`src/rtl/collatz_ui_ctrl.sv`:
```
// Pushbutton/switch front-end for the Collatz range engine.
// Debounces keys, launches runs, and browses result offsets with auto-repeat.
module collatz_ui_ctrl #(
  parameter int SW_W          = 10,
  parameter int START_W       = 32,
  parameter int N_W           = 8,
  parameter int N_MAX         = 255,
  parameter int DEBOUNCE      = 500000,
  parameter int REPEAT_DELAY  = 25000000,
  parameter int REPEAT_PERIOD = 5000000,
  parameter int TIMEOUT       = 2**24
) (
  input  logic               clk,
  input  logic               reset_n,
  input  logic [3:0]         key_n,
  input  logic [SW_W-1:0]    sw,
  input  logic               done,
  output logic               go,
  output logic [START_W-1:0] start,
  output logic [N_W-1:0]     n,
  output logic [START_W-1:0] disp_val,
  output logic               valid,
  output logic               busy,
  output logic               timeout
);

  localparam int DW   = $clog2(DEBOUNCE + 1);
  localparam int RMAX = (REPEAT_DELAY > REPEAT_PERIOD) ?
                        REPEAT_DELAY : REPEAT_PERIOD;
  localparam int RW   = $clog2(RMAX + 1);
  localparam int TW   = $clog2(TIMEOUT + 1);

  typedef enum logic [1:0] {
    IDLE   = 2'd0,
    RUN    = 2'd1,
    BROWSE = 2'd2
  } state_t;

  state_t state, state_d;

  logic [3:0]    sync1, sync2;
  logic [3:0]    key_dn;
  logic [3:0]    press;
  logic [DW-1:0] db_cnt [4];

  logic [RW-1:0] rep_cnt [2];
  logic [1:0]    rep_first;
  logic [1:0]    step;

  logic               go_d;
  logic [START_W-1:0] start_d;
  logic [N_W-1:0]     n_d;
  logic               timeout_d;
  logic [TW-1:0]      wcnt, wcnt_d;
  logic               launch;

  // key_dn is the debounced level, 1 = pressed
  always_ff @(posedge clk) begin
    if (!reset_n) begin
      sync1  <= '1;
      sync2  <= '1;
      key_dn <= '0;
      press  <= '0;
      for (int i = 0; i < 4; i++) db_cnt[i] <= '0;
    end else begin
      sync1 <= key_n;
      sync2 <= sync1;
      for (int i = 0; i < 4; i++) begin
        press[i] <= 1'b0;
        if (~sync2[i] == key_dn[i]) begin
          db_cnt[i] <= '0;
        end else if (db_cnt[i] == DW'(DEBOUNCE - 1)) begin
          db_cnt[i] <= '0;
          key_dn[i] <= ~sync2[i];
          press[i]  <= ~sync2[i];
        end else begin
          db_cnt[i] <= db_cnt[i] + 1'b1;
        end
      end
    end
  end

  // step[0] belongs to KEY2 (down), step[1] to KEY3 (up)
  always_comb begin
    step = '0;
    for (int j = 0; j < 2; j++) begin
      step[j] = press[j+2] |
                (key_dn[j+2] &
                 (rep_cnt[j] == (rep_first[j] ?
                                 RW'(REPEAT_DELAY - 1) :
                                 RW'(REPEAT_PERIOD - 1))));
    end
  end

  always_ff @(posedge clk) begin
    if (!reset_n) begin
      rep_first <= '1;
      for (int j = 0; j < 2; j++) rep_cnt[j] <= '0;
    end else begin
      for (int j = 0; j < 2; j++) begin
        if (press[j+2] || !key_dn[j+2]) begin
          rep_cnt[j]   <= '0;
          rep_first[j] <= 1'b1;
        end else if (step[j]) begin
          rep_cnt[j]   <= '0;
          rep_first[j] <= 1'b0;
        end else begin
          rep_cnt[j] <= rep_cnt[j] + 1'b1;
        end
      end
    end
  end

  assign launch = press[0] & (state != RUN);

  always_ff @(posedge clk) begin
    if (!reset_n) state <= IDLE;
    else          state <= state_d;
  end

  always_comb begin
    state_d   = state;
    go_d      = 1'b0;
    start_d   = start;
    n_d       = n;
    timeout_d = timeout;
    wcnt_d    = wcnt;
    unique case (state)
      IDLE: state_d = IDLE;
      RUN: begin
        // the go cycle itself never accepts done
        if (done && !go) begin
          state_d = BROWSE;
        end else if (wcnt == TW'(TIMEOUT - 1)) begin
          timeout_d = 1'b1;
          state_d   = IDLE;
        end else begin
          wcnt_d = wcnt + 1'b1;
        end
      end
      BROWSE: begin
        if (press[1]) begin
          n_d = '0;
        end else if (step == 2'b10) begin
          if (n != N_W'(N_MAX)) n_d = n + 1'b1;
        end else if (step == 2'b01) begin
          if (n != '0) n_d = n - 1'b1;
        end
      end
      default: state_d = IDLE;
    endcase
    if (launch) begin
      state_d   = RUN;
      go_d      = 1'b1;
      start_d   = START_W'(sw);
      n_d       = '0;
      timeout_d = 1'b0;
      wcnt_d    = '0;
    end
  end

  always_ff @(posedge clk) begin
    if (!reset_n) begin
      go       <= 1'b0;
      start    <= '0;
      n        <= '0;
      timeout  <= 1'b0;
      wcnt     <= '0;
      disp_val <= '0;
    end else begin
      go       <= go_d;
      start    <= start_d;
      n        <= n_d;
      timeout  <= timeout_d;
      wcnt     <= wcnt_d;
      disp_val <= start + START_W'(n);
    end
  end

  assign valid = (state == BROWSE);
  assign busy  = (state == RUN);

endmodule

```
`config.mk`:
```
export PLATFORM = sky130hd
export DESIGN_NAME = collatz_ui_ctrl
export DESIGN_NICKNAME = d
export VERILOG_FILES = /design/src/rtl/collatz_ui_ctrl.sv
export SDC_FILE = /design/constraint.sdc
export NUM_CORES = 1
export LEC_CHECK = 0
export ABC_CLOCK_PERIOD_IN_PS = 3200
export CAP_MARGIN = 5
export CORE_MARGIN = 10
export CORE_UTILIZATION = 53
export CTS_CLUSTER_SIZE = 20
export DETAILED_ROUTE_END_ITERATION = 10
export PLACE_DENSITY_LB_ADDON = 0.05
export SETUP_SLACK_MARGIN = 0.05
export SYNTH_ARGS = -nofsm -noshare
export SYNTH_HDL_FRONTEND = slang
export SYNTH_SLANG_ARGS = --single-unit
export TNS_END_PERCENT = 100
```
`constraint.sdc`:
```
create_clock -name clk -period 3.2 [get_ports clk]
set_clock_uncertainty 0.05 [all_clocks]
set_input_delay 0.64 -clock clk [delete_from_list [all_inputs] [get_ports clk]]
set_output_delay 0.64 -clock clk [all_outputs]
set_load 0.05 [all_outputs]
```
### Word-level counts from Yosys, hierarchy flattened

Memory sizes are Yosys's and may differ from the RTL's.
Index checks and enable logic that the tools add are counted.

* add/subtract/negate cells: 10
* equal/unequal tests: 21
* muxes and demuxes: 97
* bitwise logic cells: 39
* reduce and logical (&&, ||, !) cells: 25

Operators with widths (number)
* $mux W19: 12
* $mux W25: 8
* $add A19 B1 Y19 const B: 4
* $eq A19 B19 Y1 const B: 4
* $add A25 B1 Y25 const B: 3
* $mux W1: 69
* $eq A25 B25 Y1: 2
* $mux W8: 5
* $eq A25 B24 Y1 const B: 1
* $or A1 B1 Y1: 20
* $not A1 Y1: 16
* $reduce_and A2 Y1: 6
* $reduce_or A3 Y1: 4
* $add A10 B8 Y11: 1
* $add A8 B1 Y8 const B: 1
* $ne A8 B8 Y1 const B: 1
* $reduce_bool A8 Y1: 1
* $sub A8 B1 Y8 const B: 1
* $reduce_and A3 Y1: 2
* $reduce_bool A3 Y1: 2
* $reduce_or A2 Y1: 3
* $eq A1 B1 Y1: 4
* $eq A2 B1 Y1 const B: 2
* $eq A2 B2 Y1 const B: 2
* 11 further kinds: 18

* register bits after elaboration: 97
* bits in writable memories: 126
* output and inout bits: 76
* word-level logic and storage cells: 214
* memories: 2

Memories
* db_cnt: words 4, width 19, read ports 4, clocked after memory_dff 0, wr ports 4, line 44 `logic [DW-1:0] db_cnt [4];`
* rep_cnt: words 2, width 25, read ports 2, clocked after memory_dff 0, wr ports 2, line 46 `logic [RW-1:0] rep_cnt [2];`

### Depth between registers and ports, before layout

Gate-level depths: netlist of run 1.

* depth after elaboration: 10
* gate-level depth with buffers: 14
* gate-level depth less buffers: 13

### Least setup slack after synthesis of run 1

OpenSTA, ideal clock, no wires.

* path type: register to register
* start: mem rep_cnt[1][12] (netlist bit)
* end: reg n[7]
* library setup time: 0.118 ns
* data arrival time: 2.885 ns
* required time: 3.032 ns
* slack: 0.147 ns
* stages on the path, launching flop included: 13
* path buffers: 0
* clock period less this slack: 3.053 ns
* cell sequence: edfxtp_1 > nor4bb_1 > mux2i_1 > o41ai_2 > nand3_2 > ha_1 > a21o_1 > a211oi_1 > o21ai_0 > o211ai_1 > o2bb2ai_1 > mux2i_1 > a21oi_1

RTL lines
* from (decl): line 46
* to (signal assigned): line 173 `n <= n_d;`
* to (decl): line 20 `output logic [N_W-1:0] n,`

==> results of run 1 <==
## routing by layer
layer / up-vias / GRT usage, % / routed length (um)
li1: 3886 / - / -
met2: 118 / 25.4 / 9380
met5: - / 0 / 0
met3: 23 / 3.45 / 1080
met4: 0 / 3.85 / 300
met1: 3481 / 19.8 / 9360
## timing repair
item / 4_1_cts / 5_1_grt
buffers inserted: 0 / 1
gates resized for setup: 1 / 6
endpoints found under the setup margin: 1 / 2
pin swaps: 0 / 4
hold buffers: 0 / 0
## cells by family after synthesis
family                   Yosys count  synth area share (%)
other                              2                0.0715
multiplexers                       8                 0.762
AND/OR/NAND/NOR                  484                  23.4
AO/OA/AOI/OAI                     97                  6.23
buffers and inverters            102                  5.43
flip-flops                       202                  50.5
adder cells (fa/ha/maj)           23                  2.88
XOR/XNOR                         129                  10.8
## power breakdown
part / total (mW) / switching (mW) / internal, mW / leakage, nW
sequential: 2.90 / 0.0649 / 2.83 / 1.91
combinational: 0.289 / 0.211 / 0.0772 / 2.39
clock: 2.66 / 1.01 / 1.65 / 0.393
## state kept, by name, indices dropped and copies added (netlist names), 2 cells and up
name       flops
sync2          4
disp_val      11
wcnt          25
rep_first      2
sync1          4
db_cnt        76
rep_cnt       50
n              8
key_dn         4
start         10
press          4
state          2
## per-stage QoR
step                std cells  utilization, %  power (mW)  setup WS (ps)  hold WS [ps]
floorplan                1214               -        3.21            147           336
global placement         1488            60.2        3.23            114           338
detailed placement       1488            60.2        3.23           78.4           342
CTS                      1529            64.3        5.91           60.6           361
global route             1530            64.5        6.05           9.04           385
finish                   1530            64.5        5.85            169           353
## cell type report
type | count | area, sq um | area share [%]
Clock buffer | 38 | 777 | 6.19
Clock inverter | 3 | 15.0 | 0.120
Inverter | 36 | 135 | 1.08
Multi-Input combinational cell | 910 | 5280 | 42.1
Sequential cell | 202 | 5310 | 42.3
Tap cell | 265 | 332 | 2.64
Timing Repair Buffer | 76 | 697 | 5.56
## worst paths after layout
| check | endpoint | start |
|---|---|---|
| max | n[7] | rep_cnt[0][21] |
| min | sync2[1] | sync1[1] |
| max reg2reg | n[7] | rep_cnt[0][21] |
| min reg2reg | sync2[1] | sync1[1] |
## synthesized netlist by cell type (10+ instances only)
| library cell | n | area, sq um |
|---|---|---|
| buf_4 | 43 | 323 |
| o21ai_0 | 27 | 135 |
| inv_1 | 36 | 135 |
| clkbuf_1 | 12 | 45.0 |
| edfxtp_1 | 126 | 3780 |
| xor2_1 | 80 | 701 |
| nand4_1 | 29 | 181 |
| a21oi_1 | 32 | 160 |
| nor2_1 | 175 | 657 |
| nand2_1 | 72 | 270 |
| nand2b_1 | 13 | 81.3 |
| nor3_1 | 19 | 95.1 |
| nor4_1 | 10 | 62.6 |
| xnor2_1 | 49 | 429 |
| dfxtp_1 | 76 | 1520 |
| ha_1 | 21 | 263 |
| or3_1 | 24 | 150 |
| nand3_1 | 53 | 265 |
| and3_1 | 29 | 181 |
==> impl_metrics.tcl, run 1 <==
set metrics [dict create \
    timing.critical_path.slowest_stage_cell "or4_1" \
    finalSetupViolations 0 \
    max_clock_freq_mhz 330 \
    starting_utilization_of_the_core_area_pct 54.0 \
    clock_tree.buffer_depth 3 \
    synth_seq_cells 202 \
    die-width_um 161 \
    critPathArrivalTime_ps 3360 \
    cts-root-buf "clkbuf_16" \
    worst_path_clk_slew_ps 60 \
    postSynthAreaPerCell_sq_um 10.0 \
    via_count 7508 \
    cp_data_required_time_ps 3530 \
    drt_drc_violations_left 0 \
    worst_slew_pin_slew_ps 652 \
    crit_family "compound AO/OA/AOI/OAI gates" \
    avgViaCountPerCell 4.91 \
    layout.cells.most_common_list "nor2_1 (175), conb_1 (169), edfxtp_1 (126)" \
    r2r_cells 12 \
    rsz0062_at_grt "yes" \
    clock_tree.htree_level_count 1 \
    via_count_of_the_first_global_routing_pass 7188 \
    io_buffer_count 49 \
    gp_congestion 0.813 \
    dpl.hpwl_mm 14.8 \
    clkSinkCount 202 \
    die_height_um 161 \
    run_status "finished clean" \
    slew_headroom_pct 56.5 \
    placement_rows 51 \
    worstSkewPairLatency_ps 500 \
    postPlaceCellArea_sq_mm 0.0117 \
    max_stage_delay_ps 550 \
    die_area_sq_mm 0.0259 \
    hold_path.class "flop to flop" \
    grt_first_pass_wirelength_mm 34.1 \
    fillers 1638 \
    core-area_sq_mm 0.0195 \
    hold_viol 0 \
    setup.worst_path.start_class "flop" \
    final_common_cell "nor2_1" \
    timing.critical_path.fanout_max 5 \
    synth_seq_area_share_pct 50.5 \
    drt-pass1-iter-count 5 \
    power_density_mw_per_mm2 466 \
    diodes_inserted 0 \
    r2r_slack_ps 170 \
    finalWorstPathRequiredPeriod_ps 3030 \
    tritoncts "built" \
    drv_cap 0 \
    grtUsageTotal_pct 15.3 \
    irDropWorstVdd_mv 0.429 \
    final_max_slew_viol_count 0 \
    area_delta_synth_final_pct 19.4 \
    grt_start_max_net_pins 29 \
    globalRouteOverflowTotal 0 \
    yosysWarnings 0 \
    antenna_found_initial 1 \
    end_kind "flop" \
    timing.critical_path.cells "or4_1, nor3_2, o2111ai_2, nand3_2, ha_1, a21o_1, a211oi_2, o21ai_1, o211ai_1, o2bb2ai_1, mux2i_1, a21oi_1" \
    most_used_flip_flop_cell_after_synthesis "edfxtp_1" \
    cellLeakagePower_nw 4.69 \
    design.final.nets 1289 \
    drive_above_1_share_pct 7.04 \
    tritoncts.num_buffers 23 \
    drt_first_iter_violations 346 \
    postSynth.asyncResetShare_pct 0 \
    mappedNetlistArea_sq_mm 0.0105 \
    detail_route.wl_per_cell_um 13.2 \
    crit_type "flop to flop" \
    fin_setup_tns_ps 0 \
    stdcell_area_sq_mm 0.0125 \
    synth-edff-count 126 \
    min_period_over_period_pct 94.7 \
    io_pins 93 \
    drt_wl_total_mm 20.1 \
    hold_depth 1 \
    critical_path.n_buffers_inverters 0 \
    post_synth_inst_count 1047 \
    crit_cells 12 \
    antenna_violating_nets_post_route 0 \
    ys_types 66 \
]
Note: power is estimated with default switching activity, not from simulation.
==> run 2, diff against run 1 <==
--- a/config.mk
+++ b/config.mk
@@ -7,7 +7,7 @@
 export LEC_CHECK = 0
 export ABC_CLOCK_PERIOD_IN_PS = 3200
 export CAP_MARGIN = 5
-export CORE_MARGIN = 10
+export CORE_MARGIN = 2
 export CORE_UTILIZATION = 53
 export CTS_CLUSTER_SIZE = 20
 export DETAILED_ROUTE_END_ITERATION = 10
==> run 2 against run 1 <==
  * Non-clock buffer count rose by 5
  * Critical path type unchanged
  * Sequential share of layout area decreased by 0.10 points
  * Worst setup slack got worse by 25 ps
  * Register-to-register slack got worse by 30 ps
  * Largest power group unchanged
==> impl_metrics.tcl, run 2 (synthesis gave the netlist of run 1 again) <==
set metrics [dict create \
    drt-pass1-iter-count 4 \
    diodes_inserted 0 \
    final_max_slew_viol_count 0 \
    slew_headroom_pct 55.5 \
    core-area_sq_mm 0.0195 \
    drt_drc_violations_left 0 \
    hold_viol 0 \
    tritoncts "built" \
    gp_congestion 0.816 \
    max_flop_register "db_cnt" \
    clock_tree.buffer_depth 3 \
    die_height_um 145 \
    worst_slew_pin_slew_ps 668 \
    clock_tree.htree_level_count 1 \
    placedCellCount 1487 \
    via_count_of_the_first_global_routing_pass 6908 \
    cts-root-buf "clkbuf_16" \
    flip_flop_count_of_the_largest_register_after_layout 76 \
    setup.worst_path.start_class "flop" \
    hold_path.class "flop to flop" \
    timing.critical_path.fanout_max 7 \
    worst_slack_ps 143 \
    placement_rows 51 \
    io_pins 93 \
    total_power_mw 5.66 \
    die-width_um 145 \
    critPathArrivalTime_ps 3360 \
    via_count 7534 \
    finalHoldWorstSlack_ps 356 \
    final_common_cell "nor2_1" \
    worstSkewPairLatency_ps 500 \
    cellLeakagePower_nw 4.72 \
    timing.critical_path.cells "and4bb_2, mux2i_2, o41ai_4, buf_4, nand3_4, buf_6, ha_1, or3_1, o211ai_1, o2bb2ai_1, mux2i_1, a21oi_1" \
    stdcell_count 1535 \
    detailedPlace.worstSlack_ps -38.3 \
    finalSetupViolations 0 \
    grt_first_pass_wirelength_mm 32.4 \
    globalRouteOverflowTotal 0 \
    drt_first_iter_violations 297 \
    utilization_pct 64.6 \
    die_area_sq_mm 0.0210 \
    grt_start_max_net_pins 26 \
    critical_path.n_buffers_inverters 2 \
    tritoncts.num_buffers 23 \
    power_density_mw_per_mm2 450 \
    run_status "finished clean" \
    drv_cap 0 \
    finalWorstPathRequiredPeriod_ps 3060 \
    drive_above_1_share_pct 7.80 \
    end_kind "flop" \
    reg_top3 "db_cnt: 76 flops, rep_cnt: 50 flops, wcnt: 25 flops" \
    crit_family "simple AND/OR/NAND/NOR gates" \
    drt_wl_total_mm 19.5 \
    avgViaCountPerCell 4.91 \
    rsz0062_at_grt "yes" \
    crit_type "flop to flop" \
    dpl.hpwl_mm 13.8 \
    irDropWorstVdd_mv 0.369 \
    area_delta_synth_final_pct 19.7 \
    grtUsageTotal_pct 18.9 \
    max_clock_freq_mhz 327 \
    antenna_found_initial 0 \
    min_period_over_period_pct 95.5 \
    starting_utilization_of_the_core_area_pct 54.0 \
    timing.critical_path.slowest_stage_cell "edfxtp_1" \
    worst_path_clk_slew_ps 60 \
    clkSinkCount 202 \
    max_stage_delay_ps 460 \
    design.final.nets 1294 \
    cp_data_required_time_ps 3510 \
    layout.cells.most_common_list "nor2_1 (175), conb_1 (169), edfxtp_1 (126)" \
    io_buffer_count 49 \
    detail_route.wl_per_cell_um 12.7 \
    antenna_violating_nets_post_route 0 \
]
run 2: changes by cell type in the layout (fill, tap and decap cells not counted), sizes merged:
cell    before  now
buf         27   32
bufinv       0    1
clkbuf      38   33
clkinv       3    7
run 2: path summary, 6_finish.rpt:
| check | start | to | slack, ps | cells after the start |
|---|---|---|---|---|
| min | sync1[0] | sync2[0] | 360 | 1 |
| max | rep_cnt[1][8] | n[7] | 140 | 12 |
| min reg2reg | sync1[0] | sync2[0] | 360 | 1 |
| max reg2reg | rep_cnt[1][8] | n[7] | 140 | 12 |
run 2: worst register-to-register path, cell delays in order (launching register included):
cell,delay [ps]
edfxtp_1,460
and4bb_2,340
mux2i_2,90
o41ai_4,370
buf_4,180
nand3_4,80
buf_6,150
ha_1,310
or3_1,340
o211ai_1,110
o2bb2ai_1,150
mux2i_1,200
a21oi_1,80
run 2: what timing repair did:
| action | CTS | global route |
|---|---|---|
| pin swaps | 4 | 8 |
| resized for setup | 6 | 11 |
| endpoints found under the setup margin | 2 | 2 |
| setup buffers | 2 | 5 |
| hold buffers | 0 | 0 |
run 2: metal layers:
metal	routed length, um	track usage, %
met4	333	3.99
met5	0	0
met3	702	3.03
met2	8980	30.8
met1	9490	26.7
run 2: per-stage QoR:
stage	TNS, ps	cell area [sq um]
2_1_floorplan	0	11100
3_3_place_gp	-33.0	11700
3_5_place_dp	-38.3	11700
4_1_cts	0	12500
5_1_grt	-46.6	12600
6_report	0	12600
run 2: power by group:
group          leakage (nW)  switching [mW]  total [mW]  internal [mW]
registers              1.91          0.0655        2.90           2.83
logic                  2.44           0.210       0.289         0.0787
clock network         0.358           0.985        2.48           1.49
run 2: layout make-up:
type	instances	area, sq um
fillers	1650	6890
multi-input cells	910	5350
flip-flops and latches	202	5310
repair buffers	81	734
clock buffers	33	653
well taps	265	332
inverters	36	135
clock inverters	8	63.8
==> run 3, diff against run 2 <==
--- a/config.mk
+++ b/config.mk
@@ -12,6 +12,7 @@
 export CTS_CLUSTER_SIZE = 20
 export DETAILED_ROUTE_END_ITERATION = 10
 export PLACE_DENSITY_LB_ADDON = 0.05
+export REMOVE_ABC_BUFFERS = 1
 export SETUP_SLACK_MARGIN = 0.05
 export SYNTH_ARGS = -nofsm -noshare
 export SYNTH_HDL_FRONTEND = slang
==> run 3 against run 2 <==
  * Core utilization grew 0.19 points
  * Power up 5.4%
  * Combinational power fell by 2%
  * Die area is the same
  * First-iteration DRC count is 4.4% higher
  * Count of clock-buffer cells in the layout shrank 5
  * Via count decreased by 0.61%
  * Sequential power about the same
  * Critical path type unchanged
  * Highest routed layer unchanged
==> impl_metrics.tcl, run 3 (synthesis gave the netlist of run 1 again) <==
set metrics [dict create \
    r2r_slack_ps 140 \
    seq_power_share_pct 48.6 \
    drive_above_1_share_pct 7.14 \
    io_pins 93 \
    cellLeakagePower_nw 4.69 \
    worstSkewPairLatency_ps 520 \
    stdcell_count 1526 \
    placedCellCount 1480 \
    core-area_sq_mm 0.0195 \
    antenna_violating_nets_post_route 0 \
    worst_r2r_startpoint "rep_cnt[0][21]" \
    crit_type "flop to flop" \
    finalHoldWorstSlack_ps 362 \
    drt_drc_violations_left 0 \
    total_power_mw 5.97 \
    cts-root-buf "clkbuf_16" \
    routed-wl-met2_mm 8.78 \
    die-width_um 145 \
    top_layer_used "met4" \
    tritoncts.num_buffers 23 \
    worst_path_clk_slew_ps 60 \
    dpl.hpwl_mm 13.8 \
    reg_top3 "db_cnt: 76 flops, rep_cnt: 50 flops, wcnt: 25 flops" \
    timing.hold.worst.start "sync1[3]" \
    switching_power_mw 1.31 \
    critPathArrivalTime_ps 3460 \
    globalRouteOverflowTotal 0 \
    drt_first_iter_violations 310 \
    hold_path.class "flop to flop" \
    cp_data_required_time_ps 3600 \
    setup.worst_path.start_class "flop" \
    clock_tree.htree_level_count 1 \
    area_delta_synth_final_pct 20.0 \
    clock_tree.buffer_depth 3 \
    placement_rows 51 \
    slew_headroom_pct 55.6 \
    share_of_power_burned_in_the_clock_network_pct 46.7 \
    cell_internal_pwr_mw 4.65 \
    tritoncts "built" \
    end_kind "flop" \
    io_buffer_count 49 \
    grtUsageTotal_pct 18.6 \
    combinationalPowerShare_pct 4.8 \
    design.final.nets 1284 \
    fillers 1655 \
    via_count 7488 \
    utilization_pct 64.8 \
    power_density_mw_per_mm2 473 \
    detail_route.wl_per_cell_um 12.6 \
    gp_congestion 0.809 \
    timing.critical_path.fanout_max 8 \
    routed-wl-met3_um 761 \
    worst_slew_pin_slew_ps 666 \
    rsz0062_at_grt "yes" \
    max_clock_freq_mhz 327 \
    grt_first_pass_wirelength_mm 31.8 \
    finalSetupViolations 0 \
    hold_viol 0 \
    critical_path.reg2reg.endpoint "n[6]" \
    flip_flop_count_of_the_largest_register_after_layout 76 \
    irDropWorstVdd_mv 0.403 \
    layout.cells.most_common_list "nor2_1 (175), conb_1 (169), edfxtp_1 (126)" \
    power.share.switching_pct 22.0 \
    max_flop_register "db_cnt" \
    min_delay_worst_endpoint "sync2[3]" \
    wl_met1_mm 9.44 \
    finalWorstPathRequiredPeriod_ps 3060 \
    die_area_sq_mm 0.0210 \
    final_max_slew_viol_count 0 \
    hold_depth 1 \
    grt_start_max_net_pins 28 \
    avgViaCountPerCell 4.91 \
    final_common_cell "nor2_1" \
    drv_cap 0 \
    antenna_found_initial 0 \
    drt_wl_total_mm 19.3 \
    drt-pass1-iter-count 4 \
    clkSinkCount 202 \
    via_count_of_the_first_global_routing_pass 6743 \
    die_height_um 145 \
    starting_utilization_of_the_core_area_pct 54.0 \
    run_status "finished clean" \
    r2r_cells 14 \
    min_period_over_period_pct 95.5 \
    diodes_inserted 0 \
]
[run 3: area by class of cell]
cell class	count	area, sq um	area share, %
inverter	36	135	1.07
clock inverter	14	198	1.57
multi-input combinational	910	5370	42.6
timing repair buffer	71	668	5.30
clock buffer	28	604	4.79
sequential	202	5310	42.1
tap	265	332	2.63
[run 3: worst max-delay path by stage]
stage | start | endpoint | slack (ps) | depth (start not counted)
after floorplan | rep_cnt[1][12] | n[7] | 110 | 12
after global placement | rep_cnt[1][0] | n[7] | 140 | 13
after detailed placement | rep_cnt[1][0] | n[7] | 90 | 13
after CTS | rep_cnt[1][0] | n[7] | 90 | 13
after global routing | rep_cnt[1][23] | n[7] | -50 | 13
final | rep_cnt[0][21] | n[6] | 140 | 14
[run 3: per-stage QoR]
| stage | cell area, sq um | TNS (ps) | setup slack (ps) |
|---|---|---|---|
| 2_1_floorplan | 10700 | 0 | 106 |
| 3_3_place_gp | 11700 | 0 | 135 |
| 3_5_place_dp | 11700 | 0 | 93.1 |
| 4_1_cts | 12500 | 0 | 91.1 |
| 5_1_grt | 12600 | -48.4 | -48.4 |
| 6_report | 12600 | 0 | 144 |
[run 3: power groups by stage]
stage                     combinational [mW]  clock (mW)  sequential, mW
final                                  0.284        2.79            2.90
after global routing                   0.315        2.97            2.91
after CTS                              0.277        2.85            2.90
after detailed placement               0.276           0            2.95
after global placement                 0.276           0            2.95
after floorplan                        0.222           0            2.94
[run 3: routing by layer]
| metal | vias to the layer above | GRT usage (%) |
|---|---|---|
| li1 | 3878 | - |
| met1 | 3480 | 26.9 |
| met2 | 105 | 29.4 |
| met3 | 25 | 3.22 |
| met4 | 0 | 4.09 |
| met5 | - | 0 |
[run 3: worst max-delay path: stages, from the launching register on]
cell,delay [ps]
edfxtp_1,450
or4_1,540
nor3_2,140
o2111ai_2,220
nand3_4,200
buf_12,150
inv_1,50
fa_1,410
nor2b_1,170
o21ai_1,70
nand2b_1,90
a21o_1,120
a21oi_1,70
xor2_1,140
o2bb2ai_1,110
[run 3: what timing repair did]
item / CTS / global route
buffers inserted: 0 / 4
hold buffers: 0 / 0
setup endpoints to repair: 0 / 2
resized for setup: 0 / 20
